## src/rtl/commutator4_sdf_if.sv

```systemverilog
// Stream bus of the radix-4 commutator: framing/mode controls and four packed
// lanes in, transposed lanes plus valid/frame-done out.
interface commutator4_sdf_if #(
  parameter int NB = 16
);
  logic            start;
  logic            bypass;
  logic            in_valid;
  logic [4*NB-1:0] input_data;
  logic [4*NB-1:0] output_data;
  logic            out_valid;
  logic            done;

  modport master (
    output start, bypass, in_valid, input_data,
    input  output_data, out_valid, done
  );

  modport slave (
    input  start, bypass, in_valid, input_data,
    output output_data, out_valid, done
  );
endinterface

```

## src/rtl/commutator4_sdf.sv

```systemverilog
// Radix-4 SDF commutator: streaming 4x4 block transpose of `stage`-deep blocks
// across four lanes, with valid stall, start alignment and latched bypass.
module commutator4_sdf #(
  parameter int nb    = 16,
  parameter int stage = 2
) (
  input logic               clk,
  input logic               reset_n,
  commutator4_sdf_if.slave  bus
);
  localparam int FRAME  = 4 * stage;
  localparam int FILL   = 3 * stage;
  localparam int PH_W   = $clog2(FRAME);
  localparam int FILL_W = $clog2(FILL + 1);

  logic [PH_W-1:0]   ph_q, ph_d, idx;
  logic [FILL_W-1:0] fill_q, fill_d, fill_cur;
  logic              byp_q, byp_d, byp_cur;
  logic              accept, primed;
  logic [1:0]        blk;

  logic [3:0][nb-1:0] lane_in, in_del, sw, post;

  logic [4*nb-1:0] out_data_q, out_data_d;
  logic            out_valid_q, out_valid_d;
  logic            done_q, done_d;

  assign accept  = bus.in_valid;
  assign lane_in = bus.input_data;

  // start overrides the stored phase/fill/mode for the beat it coincides with
  always_comb begin
    idx      = bus.start ? '0 : ph_q;
    fill_cur = bus.start ? '0 : fill_q;
    byp_cur  = bus.start ? bus.bypass : byp_q;
    primed   = (fill_cur == FILL_W'(FILL));
    blk      = 2'(int'(idx) / stage);
  end

  always_comb begin
    ph_d   = idx;
    fill_d = fill_cur;
    byp_d  = byp_cur;
    if (accept) begin
      ph_d   = (idx == PH_W'(FRAME - 1)) ? '0 : idx + 1'b1;
      fill_d = primed ? fill_cur : fill_cur + 1'b1;
    end
  end

  always_ff @(posedge clk or negedge reset_n) begin
    if (!reset_n) begin
      ph_q   <= '0;
      fill_q <= '0;
      byp_q  <= 1'b0;
    end else begin
      ph_q   <= ph_d;
      fill_q <= fill_d;
      byp_q  <= byp_d;
    end
  end

  // input skew: lane gi delayed gi*stage accepted beats
  genvar gi;
  generate
    for (gi = 0; gi < 4; gi++) begin : g_in
      if (gi == 0) begin : g_wire
        assign in_del[gi] = lane_in[gi];
      end else begin : g_dly
        logic [nb-1:0] sr_q [gi*stage];
        always_ff @(posedge clk or negedge reset_n) begin
          if (!reset_n) begin
            for (int k = 0; k < gi*stage; k++) sr_q[k] <= '0;
          end else if (accept) begin
            sr_q[0] <= lane_in[gi];
            for (int k = 1; k < gi*stage; k++) sr_q[k] <= sr_q[k-1];
          end
        end
        assign in_del[gi] = sr_q[gi*stage-1];
      end
    end
  endgenerate

  always_comb begin
    for (int j = 0; j < 4; j++) sw[j] = in_del[2'(blk - 2'(j))];
  end

  // output deskew: lane gi delayed (3-gi)*stage accepted beats
  generate
    for (gi = 0; gi < 4; gi++) begin : g_out
      if (gi == 3) begin : g_wire
        assign post[gi] = sw[gi];
      end else begin : g_dly
        logic [nb-1:0] sr_q [(3-gi)*stage];
        always_ff @(posedge clk or negedge reset_n) begin
          if (!reset_n) begin
            for (int k = 0; k < (3-gi)*stage; k++) sr_q[k] <= '0;
          end else if (accept) begin
            sr_q[0] <= sw[gi];
            for (int k = 1; k < (3-gi)*stage; k++) sr_q[k] <= sr_q[k-1];
          end
        end
        assign post[gi] = sr_q[(3-gi)*stage-1];
      end
    end
  endgenerate

  always_comb begin
    out_data_d  = out_data_q;
    out_valid_d = 1'b0;
    done_d      = 1'b0;
    if (accept) begin
      if (byp_cur) begin
        out_data_d  = bus.input_data;
        out_valid_d = 1'b1;
        done_d      = (idx == PH_W'(FRAME - 1));
      end else begin
        out_data_d  = post;
        out_valid_d = primed;
        // last output beat of a frame lags its input beat by 3*stage
        done_d      = primed && (idx == PH_W'(FILL - 1));
      end
    end
  end

  always_ff @(posedge clk or negedge reset_n) begin
    if (!reset_n) begin
      out_data_q  <= '0;
      out_valid_q <= 1'b0;
      done_q      <= 1'b0;
    end else begin
      out_data_q  <= out_data_d;
      out_valid_q <= out_valid_d;
      done_q      <= done_d;
    end
  end

  assign bus.output_data = out_data_q;
  assign bus.out_valid   = out_valid_q;
  assign bus.done        = done_q;
endmodule

```

## src/flat_wrapper.sv

```systemverilog
// flat-port wrapper written by rule: the top's interface ports become plain ports
module commutator4_sdf_flat 
#(
  parameter int nb    = 16,
  parameter int stage = 2
)
  (clk, reset_n, bus_start, bus_bypass, bus_in_valid, bus_input_data, bus_output_data, bus_out_valid, bus_done);
  commutator4_sdf_if #(.NB((16))) bus_i ();
  input logic clk;
  input logic reset_n;
  input wire logic [$bits(bus_i.start)-1:0] bus_start;
  input wire logic [$bits(bus_i.bypass)-1:0] bus_bypass;
  input wire logic [$bits(bus_i.in_valid)-1:0] bus_in_valid;
  input wire logic [$bits(bus_i.input_data)-1:0] bus_input_data;
  output wire logic [$bits(bus_i.output_data)-1:0] bus_output_data;
  output wire logic [$bits(bus_i.out_valid)-1:0] bus_out_valid;
  output wire logic [$bits(bus_i.done)-1:0] bus_done;
  assign bus_i.start = bus_start;
  assign bus_i.bypass = bus_bypass;
  assign bus_i.in_valid = bus_in_valid;
  assign bus_i.input_data = bus_input_data;
  assign bus_output_data = bus_i.output_data;
  assign bus_out_valid = bus_i.out_valid;
  assign bus_done = bus_i.done;
  commutator4_sdf #(.nb(nb), .stage(stage)) u_core (.clk(clk), .reset_n(reset_n), .bus(bus_i));
endmodule
```

## config.mk

```make
export PLATFORM = sky130hd
export DESIGN_NAME = commutator4_sdf_flat
export DESIGN_NICKNAME = d
export VERILOG_FILES = /design/src/rtl/commutator4_sdf_if.sv /design/src/rtl/commutator4_sdf.sv /design/src/flat_wrapper.sv
export SDC_FILE = /design/constraint.sdc
export NUM_CORES = 1
export LEC_CHECK = 0
export ABC_CLOCK_PERIOD_IN_PS = 3900
export BUFFER_PORTS_ARGS = -buffer_cell sky130_fd_sc_hd__buf_2
export CAP_MARGIN = 20
export CORE_MARGIN = 5
export CORE_UTILIZATION = 40
export DETAILED_ROUTE_END_ITERATION = 10
export SYNTH_ARGS = -nofsm -noshare
export SYNTH_HDL_FRONTEND = slang
export SYNTH_SLANG_ARGS = --single-unit
```

## constraint.sdc

```tcl
create_clock -name clk -period 3.9 [get_ports clk]
set_clock_uncertainty 0.05 [all_clocks]
set_input_delay 0.39 -clock clk [delete_from_list [all_inputs] [get_ports clk]]
set_output_delay 0.39 -clock clk [all_outputs]
set_load 0.02 [all_outputs]
```

==> run_results.csv <==
group,metric,value,unit
drt,drtIter0Drc,1027,
sta,fin_crit,2.49,ns
status,outcome,"completed",
sta,finalHoldViolations,0,
floorplan,num_io_pins,135,
global_route,antenna_found_initial,4,
pwr,max-vdd-ir-drop,323,uV
placed_design,numPortBuffers,134,
critical_path,r2r-start,"u_core.ph_q[1]",
pwr,clock_power_share,0.349,
floorplan,die_y,231,um
synthesis,ys_async_sr_fraction,1.00,
floorplan,initial_core_util,0.401,
placed_design,detailed_place_hpwl,31.9,mm
critical_path,r2r_cells,4,
synthesis,avgSynthCellArea,12.9,um2
min_path,whs_endpoint,"u_core.g_in[1].g_dly.sr_q[18]",
global_route,grt_pass1_vias,12900,
cells_and_area,drive_above_1_share,0.303,
synthesis,synth_flop_cell,"dfrtp_1",
critical_path,worstSetupStartpointType,"register",
global_route,groute.usage.overall,0.186,
floorplan,die_w,231,um
floorplan,die_area,0.0533,mm2
cts,cts-root-buf,"clkbuf_16",
drt,route.detailed.drc,0,
critical_path,regToRegSetupSlack,1.41,ns
drt,postRouteAntennaNets,0,
cts,clock_latency,0.58,ns
pwr,pwr-share-comb,0.158,
synthesis,syn_inst,1516,
floorplan,num_rows,81,
cts,cts_tree,"done",
critical_path,setup.worst_path.end_class,"register",
floorplan,core,0.0486,mm2
cells_and_area,layout.nets,1701,
synthesis,yosysWarningCount,0,
min_path,hp-start,"bus_input_data[18]",
sta,slew-limit-headroom,0.309,
sta,setup_viol,0,
cells_and_area,fillCellCount,4392,
synthesis,ys_seq_elements,457,
critical_path,r2r_end,"u_core.g_out[0].g_dly.sr_q[85]",
cts,htree_levels,2,
cells_and_area,register_area,0.0114,mm2
global_route,grt_pass1_wl,77.9,mm
pwr,power.internal,0.00981,W
sta,maxSlewViolCount,0,
sta,rsz0062_at_grt,"false",
drt,viasPerCell,5.60,
global_route,grt_overflow,0,
cts,cts.path.max_buffers,3,
pwr,p_sw,0.00381,W
cts,clk_pin_slew,0.06,ns
cts,clkSinkCount,457,
sta,worst_pin_slew,1.04,ns
critical_path,critPathMaxFanout,63,
critical_path,worstPathRequired,4.30,ns
pwr,p_sw_frac,0.280,
synthesis,syn_area,0.0195,mm2
drt,vias,12800,
sta,hold-worst-slack,0.0323,ns
sta,fin_crit_sh,0.638,
critical_path,crit_type,"register to register",
cells_and_area,multi_input_area,0.00750,mm2
cts,post_cts_buffers,0,
drt,routed_wl,50.1,mm
pwr,power.leakage,9.86,nW
sta,setup_tns,0,ns
drt,dr.pass1.iters,5,
global_route,grt_max_degree,197,
pwr,seqPwrFrac,0.493,
min_path,min_path_cells,2,
synthesis,synth_edf_count,0,
critical_path,crit_arrival,2.88,ns
sta,clock.fmax,0.402,GHz
cts,numCtsBuffers,49,
synthesis,ys_seq_area_frac,0.586,
placed_design,gp_congestion,0.902,
pwr,p_per_area,601,mW/mm2
cells_and_area,syn_to_final_growth,16.1,%
run,maxCapViolCount,0,
synthesis,synth_cell_types,42,
synthesis,syn_nets,1588,
drt,wl_per_cell,21.9,um
min_path,min_path_type,"primary input to register",
==> stage by stage <==
stage                      util  total power (W)  cell area, um2  worst slack, ns  std cells
after global routing      0.466           0.0143           22700             1.30       2288
final                     0.466           0.0136           22700             1.41       2290
after detailed placement  0.426          0.00893           20700             1.13       2171
after floorplan               -          0.00792           19500             1.89       1516
after global placement    0.426          0.00884           20700             1.24       2171
after CTS                 0.466           0.0138           22700             1.49       2288
==> power by group through the flow <==
| stage | clock network [W] | registers [W] | logic (W) |
|---|---|---|---|
| floorplan | 0 | 0.00646 | 0.00146 |
| global placement | 0 | 0.00676 | 0.00207 |
| detailed placement | 0 | 0.00679 | 0.00214 |
| CTS | 0.00488 | 0.00672 | 0.00218 |
| global route | 0.00506 | 0.00684 | 0.00238 |
| finish | 0.00475 | 0.00672 | 0.00215 |
==> synthesized netlist by cell type (all sizes together), types with 30 or more instances <==
library cell / number / area [um2]
a31oi: 49 / 307
buf: 59 / 297
dfrtp: 457 / 11400
mux2: 360 / 4050
o2bb2ai: 31 / 272
a211oi: 41 / 308
nor2: 52 / 195
a21oi: 30 / 150
o21ai: 57 / 285
clkbuf: 61 / 229
and3b: 33 / 289
nand2: 117 / 442
nand3b: 33 / 248
==> routing by layer <==
layer / share of wire / global-route usage / wire length (um)
met5: 0.00026 / 0 / 13
met4: 0.035 / 0.0646 / 1750
met3: 0.073 / 0.0405 / 3640
met2: 0.45 / 0.286 / 22500
met1: 0.44 / 0.264 / 22200
==> kinds of logic (layout without fill, tap and decap cells) <==
| group | count (synthesis) | count (layout) | synth area share |
|---|---|---|---|
| flip-flops | 457 | 457 | 0.586 |
| multiplexers | 361 | 361 | 0.208 |
| AO/OA/AOI/OAI | 284 | 284 | 0.101 |
| AND/OR/NAND/NOR | 268 | 268 | 0.0718 |
| buffers and inverters | 141 | 291 | 0.0309 |
| adder cells (fa/ha/maj) | 3 | 3 | 0.00192 |
| XOR/XNOR | 2 | 2 | 0.000897 |
| other | 0 | 2 | 0 |
==> critical path, stage by stage (launching register included) <==
cell,delay (ns)
dfrtp_2,0.92
buf_4,0.65
mux2_1,0.38
o21ai_0,0.25
o2bb2ai_1,0.09
==> how the worst max path moves through the flow <==
stage,startpoint,endpoint,depth (start not counted)
after floorplan,bus_start,u_core.bus.done,8
after global placement,bus_start,u_core.bus.output_data[49],5
after detailed placement,bus_start,u_core.bus.output_data[49],5
after CTS,u_core.ph_q[1],u_core.g_out[0].g_dly.sr_q[85],4
after global routing,u_core.ph_q[1],u_core.g_out[0].g_dly.sr_q[85],4
final,u_core.ph_q[1],u_core.g_out[0].g_dly.sr_q[85],4
==> repair_timing <==
action                                 CTS  global route
gates resized for setup                  0             0
hold buffers                            29             0
endpoints found under the hold margin  123             0
==> sequential cells by signal, indices dropped and copies added, names as in the netlist <==
| signal | flops |
|---|---|
| u_core.byp_q | 1 |
| u_core.g_out.g_dly.sr_q | 192 |
| u_core.ph_q | 3 |
| u_core.bus.out_valid | 1 |
| u_core.bus.done | 1 |
| u_core.g_in.g_dly.sr_q | 192 |
| u_core.bus.output_data | 64 |
| u_core.fill_q | 3 |
==> layout by cell type (no fill, tap or decap), types with 3 or more instances in the layout <==
cell / count
a21oi_1: 30
a211oi_1: 41
o2bb2ai_1: 31
nand2_1: 116
clkbuf_8: 9
buf_2: 132
inv_2: 3
dlygate4sd3_1: 29
o21ai_0: 55
clkbuf_16: 51
or2_1: 6
and3b_1: 33
nor2b_1: 10
o22ai_1: 10
or3b_1: 7
clkinv_2: 10
nand3b_1: 33
o31ai_1: 16
mux2_1: 96
buf_4: 13
buf_12: 6
clkbuf_1: 9
dfrtp_1: 455
bufinv_16: 5
a221o_1: 16
inv_1: 18
ha_1: 3
o22a_1: 16
a31oi_1: 49
mux2_2: 264
a2bb2oi_1: 16
nor2_1: 52
==> cell type report <==
| class | count | area share |
|---|---|---|
| tap | 622 | 0.0343 |
| clock buffer | 69 | 0.0633 |
| antenna | 2 | 0.000221 |
| multi-input combinational | 918 | 0.331 |
| timing repair buffer | 182 | 0.0529 |
| sequential | 457 | 0.505 |
| clock inverter | 19 | 0.0103 |
| inverter | 21 | 0.00348 |
(Power assumes the default switching activity.)
